`src/rtl/tank_bullet_if.sv`:
```
// Signal bundle between the tank/bullet game-state engine and its environment.
// master drives controls and pixel coordinates; slave is the engine.
interface tank_bullet_if #(
   parameter int NUM_TANKS   = 2,
   parameter int MAX_BULLETS = 8,
   parameter int CW          = 10
);
   localparam int OW = (NUM_TANKS > 1) ? $clog2(NUM_TANKS) : 1;
   localparam int AW = $clog2(MAX_BULLETS + 1);

   logic                    frame_tick;
   logic [4*NUM_TANKS-1:0]  move;
   logic [NUM_TANKS-1:0]    fire;
   logic [CW-1:0]           x;
   logic [CW-1:0]           y;
   logic [NUM_TANKS*CW-1:0] tank_x;
   logic [NUM_TANKS*CW-1:0] tank_y;
   logic [NUM_TANKS-1:0]    tank_hit;
   logic                    bullet_hit;
   logic [OW-1:0]           bullet_owner;
   logic [AW-1:0]           active_count;
   logic                    spawn_drop;

   modport master (
      output frame_tick, move, fire, x, y,
      input  tank_x, tank_y, tank_hit, bullet_hit, bullet_owner, active_count, spawn_drop
   );

   modport slave (
      input  frame_tick, move, fire, x, y,
      output tank_x, tank_y, tank_hit, bullet_hit, bullet_owner, active_count, spawn_drop
   );
endinterface

```
`src/rtl/tank_bullet_engine.sv`:
```
// Game-state engine for the VGA tank shooter: N clamped tanks, a shared bullet pool,
// per-frame motion/TTL, and a registered per-pixel overlap test for the renderer.
module tank_bullet_engine #(
   parameter int NUM_TANKS    = 2,
   parameter int MAX_BULLETS  = 8,
   parameter int VIDEO_WIDTH  = 640,
   parameter int VIDEO_HEIGHT = 480,
   parameter int SPRITE_SIZE  = 64,
   parameter int BULLET_SIZE  = 8,
   parameter int TANK_STEP    = 3,
   parameter int BULLET_STEP  = 4,
   parameter int BULLET_TTL   = 60,
   parameter int CW           = 10
) (
   input  logic          i_clk,
   input  logic          i_reset,
   tank_bullet_if.slave  bus
);
   localparam int OW = (NUM_TANKS > 1) ? $clog2(NUM_TANKS) : 1;
   localparam int AW = $clog2(MAX_BULLETS + 1);
   localparam int SW = (MAX_BULLETS > 1) ? $clog2(MAX_BULLETS) : 1;
   localparam logic [CW:0] TX_MAX = (CW+1)'(VIDEO_WIDTH - SPRITE_SIZE);
   localparam logic [CW:0] TY_MAX = (CW+1)'(VIDEO_HEIGHT - SPRITE_SIZE);
   localparam logic [CW:0] BX_MAX = (CW+1)'(VIDEO_WIDTH - BULLET_SIZE);
   localparam logic [CW:0] BY_MAX = (CW+1)'(VIDEO_HEIGHT - BULLET_SIZE);
   localparam logic [CW:0] T_STEP = (CW+1)'(TANK_STEP);
   localparam logic [CW:0] B_STEP = (CW+1)'(BULLET_STEP);
   localparam logic [CW:0] SPR    = (CW+1)'(SPRITE_SIZE);
   localparam logic [CW:0] BSZ    = (CW+1)'(BULLET_SIZE);
   localparam logic [CW:0] OFS    = (CW+1)'(SPRITE_SIZE/2 - BULLET_SIZE/2);

   typedef enum logic [1:0] {DIR_UP = 2'd0, DIR_DOWN = 2'd1, DIR_LEFT = 2'd2, DIR_RIGHT = 2'd3} dir_t;

   logic [CW-1:0]          r_tank_x [NUM_TANKS];
   logic [CW-1:0]          r_tank_y [NUM_TANKS];
   dir_t                   r_facing [NUM_TANKS];
   logic [NUM_TANKS-1:0]   r_fire_prev, r_pending, r_tank_hit;
   logic [MAX_BULLETS-1:0] r_b_active;
   logic [CW-1:0]          r_b_x [MAX_BULLETS];
   logic [CW-1:0]          r_b_y [MAX_BULLETS];
   dir_t                   r_b_dir [MAX_BULLETS];
   logic [7:0]             r_b_ttl [MAX_BULLETS];
   logic [OW-1:0]          r_b_owner [MAX_BULLETS];
   logic                   r_bullet_hit, r_spawn_drop;
   logic [OW-1:0]          r_bullet_owner;

   logic [CW-1:0]          w_tank_x_nxt [NUM_TANKS];
   logic [CW-1:0]          w_tank_y_nxt [NUM_TANKS];
   dir_t                   w_facing_nxt [NUM_TANKS];
   logic [CW-1:0]          w_b_x_nxt [MAX_BULLETS];
   logic [CW-1:0]          w_b_y_nxt [MAX_BULLETS];
   logic [MAX_BULLETS-1:0] w_b_out, w_b_hit;
   logic [NUM_TANKS-1:0]   w_fire_edge, w_pending_clr, w_pending_nxt, w_tank_hit;
   logic                   w_spawn_req, w_slot_free, w_any_hit;
   logic [OW-1:0]          w_spawn_tank, w_hit_owner;
   logic [SW-1:0]          w_spawn_slot;
   logic [AW-1:0]          w_active_count;
   logic [CW:0]            w_px, w_py;

   // Tank motion with clamping; the vertical axis is evaluated last so it wins facing on diagonals.
   always_comb begin
      for (int t = 0; t < NUM_TANKS; t++) begin
         w_facing_nxt[t] = r_facing[t];
         if (bus.move[4*t+2] && !bus.move[4*t+1]) begin
            w_tank_x_nxt[t] = (({1'b0, r_tank_x[t]} + T_STEP) > TX_MAX) ? TX_MAX[CW-1:0]
                                                                       : r_tank_x[t] + T_STEP[CW-1:0];
            w_facing_nxt[t] = DIR_RIGHT;
         end else if (bus.move[4*t+1] && !bus.move[4*t+2]) begin
            w_tank_x_nxt[t] = ({1'b0, r_tank_x[t]} >= T_STEP) ? r_tank_x[t] - T_STEP[CW-1:0] : '0;
            w_facing_nxt[t] = DIR_LEFT;
         end else begin
            w_tank_x_nxt[t] = r_tank_x[t];
         end
         if (bus.move[4*t+3] && !bus.move[4*t]) begin
            w_tank_y_nxt[t] = (({1'b0, r_tank_y[t]} + T_STEP) > TY_MAX) ? TY_MAX[CW-1:0]
                                                                       : r_tank_y[t] + T_STEP[CW-1:0];
            w_facing_nxt[t] = DIR_DOWN;
         end else if (bus.move[4*t] && !bus.move[4*t+3]) begin
            w_tank_y_nxt[t] = ({1'b0, r_tank_y[t]} >= T_STEP) ? r_tank_y[t] - T_STEP[CW-1:0] : '0;
            w_facing_nxt[t] = DIR_UP;
         end else begin
            w_tank_y_nxt[t] = r_tank_y[t];
         end
      end
   end

   // Bullet next position and out-of-field detection, done in CW+1 bits so nothing wraps.
   always_comb begin
      for (int i = 0; i < MAX_BULLETS; i++) begin
         w_b_x_nxt[i] = r_b_x[i];
         w_b_y_nxt[i] = r_b_y[i];
         w_b_out[i]   = 1'b0;
         case (r_b_dir[i])
            DIR_RIGHT: begin
               w_b_out[i]   = ({1'b0, r_b_x[i]} + B_STEP) > BX_MAX;
               w_b_x_nxt[i] = r_b_x[i] + B_STEP[CW-1:0];
            end
            DIR_LEFT: begin
               w_b_out[i]   = {1'b0, r_b_x[i]} < B_STEP;
               w_b_x_nxt[i] = r_b_x[i] - B_STEP[CW-1:0];
            end
            DIR_DOWN: begin
               w_b_out[i]   = ({1'b0, r_b_y[i]} + B_STEP) > BY_MAX;
               w_b_y_nxt[i] = r_b_y[i] + B_STEP[CW-1:0];
            end
            DIR_UP: begin
               w_b_out[i]   = {1'b0, r_b_y[i]} < B_STEP;
               w_b_y_nxt[i] = r_b_y[i] - B_STEP[CW-1:0];
            end
            default: w_b_out[i] = 1'b1;
         endcase
      end
   end

   // Fire edges, spawn arbitration (descending scans leave the lowest index) and pool occupancy.
   always_comb begin
      w_fire_edge    = bus.fire & ~r_fire_prev;
      w_spawn_req    = (|r_pending) && !bus.frame_tick;
      w_slot_free    = ~&r_b_active;
      w_spawn_tank   = '0;
      w_spawn_slot   = '0;
      w_active_count = '0;
      for (int t = NUM_TANKS-1; t >= 0; t--) begin
         w_spawn_tank = r_pending[t] ? OW'(t) : w_spawn_tank;
      end
      for (int i = MAX_BULLETS-1; i >= 0; i--) begin
         w_spawn_slot   = r_b_active[i] ? w_spawn_slot : SW'(i);
         w_active_count = w_active_count + AW'(r_b_active[i]);
      end
      w_pending_clr = w_spawn_req ? (NUM_TANKS'(1) << w_spawn_tank) : '0;
      w_pending_nxt = (r_pending & ~w_pending_clr) | w_fire_edge;
   end

   // Pixel overlap against registered positions, half-open ranges.
   always_comb begin
      w_px        = {1'b0, bus.x};
      w_py        = {1'b0, bus.y};
      w_hit_owner = '0;
      for (int t = 0; t < NUM_TANKS; t++) begin
         w_tank_hit[t] = (w_px >= {1'b0, r_tank_x[t]}) && (w_px < ({1'b0, r_tank_x[t]} + SPR)) &&
                         (w_py >= {1'b0, r_tank_y[t]}) && (w_py < ({1'b0, r_tank_y[t]} + SPR));
      end
      for (int i = MAX_BULLETS-1; i >= 0; i--) begin
         w_b_hit[i] = r_b_active[i] &&
                      (w_px >= {1'b0, r_b_x[i]}) && (w_px < ({1'b0, r_b_x[i]} + BSZ)) &&
                      (w_py >= {1'b0, r_b_y[i]}) && (w_py < ({1'b0, r_b_y[i]} + BSZ));
         w_hit_owner = w_b_hit[i] ? r_b_owner[i] : w_hit_owner;
      end
      w_any_hit = |w_b_hit;
   end

   // State update: frame ticks move everything from pre-tick values; spawns only happen between ticks.
   always_ff @(posedge i_clk) begin
      if (i_reset) begin
         for (int t = 0; t < NUM_TANKS; t++) begin
            r_tank_x[t] <= CW'(t * 2 * SPRITE_SIZE);
            r_tank_y[t] <= CW'((VIDEO_HEIGHT - SPRITE_SIZE) / 2);
            r_facing[t] <= DIR_RIGHT;
         end
         for (int i = 0; i < MAX_BULLETS; i++) begin
            r_b_x[i]     <= '0;
            r_b_y[i]     <= '0;
            r_b_dir[i]   <= DIR_RIGHT;
            r_b_ttl[i]   <= 8'd0;
            r_b_owner[i] <= '0;
         end
         r_b_active     <= '0;
         r_fire_prev    <= '0;
         r_pending      <= '0;
         r_tank_hit     <= '0;
         r_bullet_hit   <= 1'b0;
         r_bullet_owner <= '0;
         r_spawn_drop   <= 1'b0;
      end else begin
         r_fire_prev    <= bus.fire;
         r_pending      <= w_pending_nxt;
         r_tank_hit     <= w_tank_hit;
         r_bullet_hit   <= w_any_hit;
         r_bullet_owner <= w_hit_owner;
         r_spawn_drop   <= w_spawn_req && !w_slot_free;
         if (bus.frame_tick) begin
            for (int t = 0; t < NUM_TANKS; t++) begin
               r_tank_x[t] <= w_tank_x_nxt[t];
               r_tank_y[t] <= w_tank_y_nxt[t];
               r_facing[t] <= w_facing_nxt[t];
            end
            for (int i = 0; i < MAX_BULLETS; i++) begin
               if (r_b_active[i]) begin
                  if ((r_b_ttl[i] == 8'd1) || w_b_out[i]) begin
                     r_b_active[i] <= 1'b0;
                  end else begin
                     r_b_x[i]   <= w_b_x_nxt[i];
                     r_b_y[i]   <= w_b_y_nxt[i];
                     r_b_ttl[i] <= r_b_ttl[i] - 8'd1;
                  end
               end
            end
         end else if (w_spawn_req && w_slot_free) begin
            r_b_active[w_spawn_slot] <= 1'b1;
            r_b_x[w_spawn_slot]      <= r_tank_x[w_spawn_tank] + OFS[CW-1:0];
            r_b_y[w_spawn_slot]      <= r_tank_y[w_spawn_tank] + OFS[CW-1:0];
            r_b_dir[w_spawn_slot]    <= r_facing[w_spawn_tank];
            r_b_ttl[w_spawn_slot]    <= 8'(BULLET_TTL);
            r_b_owner[w_spawn_slot]  <= w_spawn_tank;
         end
      end
   end

   for (genvar g = 0; g < NUM_TANKS; g++) begin : g_pos_out
      assign bus.tank_x[CW*g +: CW] = r_tank_x[g];
      assign bus.tank_y[CW*g +: CW] = r_tank_y[g];
   end
   assign bus.tank_hit     = r_tank_hit;
   assign bus.bullet_hit   = r_bullet_hit;
   assign bus.bullet_owner = r_bullet_owner;
   assign bus.active_count = w_active_count;
   assign bus.spawn_drop   = r_spawn_drop;
endmodule
```
`src/flat_wrapper.sv`:
```
// flat-port wrapper written by rule: the top's interface ports become plain ports
module tank_bullet_engine_flat 
#(
   parameter int NUM_TANKS    = 2,
   parameter int MAX_BULLETS  = 8,
   parameter int VIDEO_WIDTH  = 640,
   parameter int VIDEO_HEIGHT = 480,
   parameter int SPRITE_SIZE  = 64,
   parameter int BULLET_SIZE  = 8,
   parameter int TANK_STEP    = 3,
   parameter int BULLET_STEP  = 4,
   parameter int BULLET_TTL   = 60,
   parameter int CW           = 10
)
  (i_clk, i_reset, bus_frame_tick, bus_move, bus_fire, bus_x, bus_y, bus_tank_x, bus_tank_y, bus_tank_hit, bus_bullet_hit, bus_bullet_owner, bus_active_count, bus_spawn_drop);
  tank_bullet_if #(.NUM_TANKS(NUM_TANKS), .MAX_BULLETS(MAX_BULLETS), .CW(CW)) bus_i ();
  input  logic i_clk;
  input  logic i_reset;
  input wire logic [$bits(bus_i.frame_tick)-1:0] bus_frame_tick;
  input wire logic [$bits(bus_i.move)-1:0] bus_move;
  input wire logic [$bits(bus_i.fire)-1:0] bus_fire;
  input wire logic [$bits(bus_i.x)-1:0] bus_x;
  input wire logic [$bits(bus_i.y)-1:0] bus_y;
  output wire logic [$bits(bus_i.tank_x)-1:0] bus_tank_x;
  output wire logic [$bits(bus_i.tank_y)-1:0] bus_tank_y;
  output wire logic [$bits(bus_i.tank_hit)-1:0] bus_tank_hit;
  output wire logic [$bits(bus_i.bullet_hit)-1:0] bus_bullet_hit;
  output wire logic [$bits(bus_i.bullet_owner)-1:0] bus_bullet_owner;
  output wire logic [$bits(bus_i.active_count)-1:0] bus_active_count;
  output wire logic [$bits(bus_i.spawn_drop)-1:0] bus_spawn_drop;
  assign bus_i.frame_tick = bus_frame_tick;
  assign bus_i.move = bus_move;
  assign bus_i.fire = bus_fire;
  assign bus_i.x = bus_x;
  assign bus_i.y = bus_y;
  assign bus_tank_x = bus_i.tank_x;
  assign bus_tank_y = bus_i.tank_y;
  assign bus_tank_hit = bus_i.tank_hit;
  assign bus_bullet_hit = bus_i.bullet_hit;
  assign bus_bullet_owner = bus_i.bullet_owner;
  assign bus_active_count = bus_i.active_count;
  assign bus_spawn_drop = bus_i.spawn_drop;
  tank_bullet_engine #(.NUM_TANKS(NUM_TANKS), .MAX_BULLETS(MAX_BULLETS), .VIDEO_WIDTH(VIDEO_WIDTH), .VIDEO_HEIGHT(VIDEO_HEIGHT), .SPRITE_SIZE(SPRITE_SIZE), .BULLET_SIZE(BULLET_SIZE), .TANK_STEP(TANK_STEP), .BULLET_STEP(BULLET_STEP), .BULLET_TTL(BULLET_TTL), .CW(CW)) u_core (.i_clk(i_clk), .i_reset(i_reset), .bus(bus_i));
endmodule
```
`config.mk`:
```
export PLATFORM = sky130hd
export DESIGN_NAME = tank_bullet_engine_flat
export DESIGN_NICKNAME = d
export VERILOG_FILES = /design/src/rtl/tank_bullet_if.sv /design/src/rtl/tank_bullet_engine.sv /design/src/flat_wrapper.sv
export SDC_FILE = /design/constraint.sdc
export NUM_CORES = 1
export LEC_CHECK = 0
export CAP_MARGIN = 20
export CORE_MARGIN = 1
export CORE_UTILIZATION = 45
export CTS_CLUSTER_DIAMETER = 200
export DETAILED_ROUTE_END_ITERATION = 7
export PLACE_DENSITY = 0.72
export SYNTH_ARGS = -nofsm -noshare
export SYNTH_HDL_FRONTEND = slang
export SYNTH_SLANG_ARGS = --single-unit
export TNS_END_PERCENT = 50
```
`constraint.sdc`:
```
create_clock -name i_clk -period 8.4 [get_ports i_clk]
set_clock_uncertainty 0.15 [all_clocks]
set_input_delay 1.68 -clock i_clk [delete_from_list [all_inputs] [get_ports i_clk]]
set_output_delay 1.68 -clock i_clk [all_outputs]
set_load 0.03 [all_outputs]
```
==> results.py <==
metrics = {
    "timing": {
        "hold_viol": 0,
        "rsz0062_at_grt": "no",
        "min_period_over_period_pct": 72.1,
        "finalCriticalPeriod_ns": 6.06,
        "final.setup.tns_ns": 0,
        "slew_viol_final": 0,
        "worst_slew_pin_slew_ns": 1.16,
        "slew_headroom_pct": 22.3,
        "setup_viol": 0,
        "fmax_ghz": 0.165,
    },
    "final_layout": {
        "layout_common_cells": "ha_1 (475), nor2_1 (295), inv_1 (284), xnor2_1 (258), edfxtp_1 (228)",
        "ff_latch_area_sq_um": 8470,
        "finalNonFillerCells": 4506,
        "area_growth_pct": 9.63,
        "nNetsFinal": 4115,
        "fin_util_pct": 50.1,
        "drive_above_1_share_pct": 5.06,
        "num_antenna_cells": 0,
        "final_common_cell": "ha_1",
        "multiInputGateArea_sq_um": 20600,
        "nFillCells": 6221,
    },
    "floorplan": {
        "ios": 82,
        "core_region_area_sq_um": 67400,
        "dieArea_sq_um": 69500,
        "die_h_microns": 264,
        "rows": 95,
        "dieWidth_microns": 264,
        "initial_utilization_pct": 45.7,
    },
    "clock_network": {
        "clkLatencyLatePin_ns": 0.57,
        "cts_made_buffers": 39,
        "cts_hold_buf": 0,
        "cts_sinks": 309,
        "cts_tree": "done",
        "clk_pin_slew_ns": 0.06,
        "cts_resized": 0,
        "clk_path_buf_depth": 3,
        "root_buffer": "clkbuf_16",
        "htreeDepth": 2,
        "postCtsSetupBuffers": 0,
    },
    "setup_path": {
        "cp_data_arrival_time_ns": 4.23,
        "required_ns": 6.57,
        "start_kind": "register",
        "crit_chain": "inv_1 -> ha_1 -> fa_1 -> fa_1 -> inv_1 -> fa_1 -> inv_1 -> fa_1 -> inv_1 -> clkdlybuf4s50_1",
        "critPathBufInv": 5,
        "slowest_delay_ns": 0.66,
        "cp_max_fo": 5,
        "critPathCaptureType": "output pin",
        "critPathKind": "register to output pin",
        "critPathTopFamily": "adder cells",
        "cp_slowest_cell": "clkdlybuf4s50_1",
    },
    "logic_synthesis": {
        "ys_seq_elements": 309,
        "yosysTopAreaCellShare_pct": 22.2,
        "synth_area_sq_um": 30800,
        "synthFlopType": "edfxtp_1",
        "netlist_instances": 3580,
        "synth_top_area_cell": "edfxtp_1",
        "yosys_warnings": 0,
        "yosysSeqAreaShare_pct": 27.5,
        "postSynth.asyncResetShare_pct": 0,
        "synth_cell_types": 109,
        "synth_fp_nets": 4092,
        "synth_edf_count": 228,
        "synth.avg_cell_area_sq_um": 8.60,
        "synth_area_leaders": "edfxtp_1 (22%), ha_1 (19%), xnor2_1 (7.3%)",
    },
    "power_and_ir_drop": {
        "powerDensity_nw_per_um2": 144,
        "finalPower_mw": 4.85,
        "p_leak_nw": 13.0,
        "vdd_drop_max_mv": 0.114,
    },
    "route": {
        "drt_iter0_drc": 2608,
        "dr.pass1.iters": 6,
        "ant_nets": 0,
        "drc": 0,
        "vias": 27800,
        "routed_via_density": 6.16,
        "drt_wl_total_microns": 95300,
        "wl_per_cell_microns": 21.1,
    },
    "global_routing": {
        "gr-total-overflow": 0,
        "antenna_found_initial": 2,
        "grt_usage_pct": 27.0,
        "grt_pass1_vias": 26300,
        "grt_pass1_wl_microns": 149000,
        "grt_start_max_net_pins": 48,
    },
    "worst_hold_path": {
        "holdCritPathClass": "register to register",
    },
    "status": {
        "status": "finished, final reports clean",
    },
    "job": {
        "maxCapViolations": 0,
    },
    "placement": {
        "dp_hpwl_microns": 67300,
        "placed_cells": 4429,
        "port_buffers": 81,
        "place_congestion": 0.965,
    },
}
==> final timing paths <==
path | end | slack (ns) | start | cells past startpoint
worst max-delay path | bus_active_count[1] | 2.34 | u_core.r_b_active[7] | 10
worst max register to register | u_core.r_b_x[1][6] | 3.92 | u_core.r_pending[0] | 10
worst min-delay path | u_core.r_pending[0] | 0.31 | u_core.r_fire_prev[0] | 2
worst min register to register | u_core.r_pending[0] | 0.31 | u_core.r_fire_prev[0] | 2
==> cell families (layout without fill, tap and decap cells) <==
| group | count (synthesis) | in the layout | synth area share [%] |
|---|---|---|---|
| AO/OA/AOI/OAI | 888 | 888 | 19.4 |
| XOR/XNOR | 311 | 311 | 8.84 |
| adder cells (fa/ha/maj) | 480 | 480 | 19.6 |
| buffers and inverters | 446 | 499 | 5.79 |
| flip-flops | 309 | 309 | 27.5 |
| multiplexers | 27 | 27 | 0.885 |
| AND/OR/NAND/NOR | 1119 | 1119 | 18.1 |
==> routing by layer <==
| metal | up-vias | GRT usage [%] | wire length [microns] |
|---|---|---|---|
| met5 | - | 0 | 12 |
| met2 | 1129 | 42.3 | 41700 |
| li1 | 13300 | - | - |
| met1 | 13200 | 36.7 | 41500 |
| met3 | 188 | 5.04 | 8180 |
| met4 | 2 | 10.4 | 3820 |
==> final cells by class <==
| cell class | count | area share, % |
|---|---|---|
| clock inverters | 18 | 0.563 |
| well taps | 873 | 3.23 |
| flip-flops and latches | 309 | 25.1 |
| clock buffers | 53 | 3.29 |
| repair buffers | 131 | 3.52 |
| multi-input cells | 2825 | 61.0 |
| inverters | 297 | 3.31 |
==> worst min-delay path, stage by stage (launching register included) <==
cell	delay, ns
dfxtp_1	0.29
inv_1	0.04
a22o_1	0.11
==> through the flow <==
step	area, sq um	hold WS, ns	setup WS (ns)
after detailed placement	32400	0.311	2.76
final	33800	0.311	2.34
after global placement	32400	0.300	2.89
after CTS	33700	0.315	2.36
after floorplan	30800	0.296	3.75
after global routing	33800	0.343	2.25
==> synth_stat cells (all sizes together), types with 18 or more instances <==
| master | n |
|---|---|
| inv | 291 |
| ha | 475 |
| nand2b | 36 |
| and3 | 20 |
| nor3 | 110 |
| o211ai | 26 |
| a21o | 35 |
| o2111ai | 25 |
| o22ai | 114 |
| xor2 | 53 |
| a21oi | 167 |
| mux2i | 25 |
| o21a | 29 |
| o21ai | 198 |
| dfxtp | 81 |
| a211oi | 52 |
| edfxtp | 228 |
| nor2 | 297 |
| clkbuf | 81 |
| o31ai | 18 |
| xnor2 | 258 |
| nand2 | 219 |
| nor2b | 36 |
| nor4 | 35 |
| nand3 | 188 |
| buf | 68 |
| nand4 | 59 |
| or3 | 22 |
| a31oi | 35 |
==> power by group <==
part / leakage, nW / internal, mW / switching, mW
Sequential: 2.95 / 1.72 / 0.139
Clock: 0.631 / 1.05 / 0.701
Combinational: 9.41 / 0.451 / 0.791
Total: 13.0 / 3.22 / 1.63
==> registers in the layout, summed over array words and instances, names as in the netlist <==
name                     flops
u_core.r_b_dir              16
u_core.r_facing              4
u_core.r_b_x                80
u_core.bus.spawn_drop        1
u_core.bus.tank_hit          2
u_core.r_pending             2
u_core.r_tank_x             20
u_core.r_b_y                80
u_core.r_b_active            8
u_core.bus.bullet_hit        1
u_core.r_b_ttl              64
u_core.r_tank_y             20
u_core.r_b_owner             8
u_core.r_fire_prev           2
u_core.bus.bullet_owner      1
No activity file was read; power rests on OpenSTA's default activity.
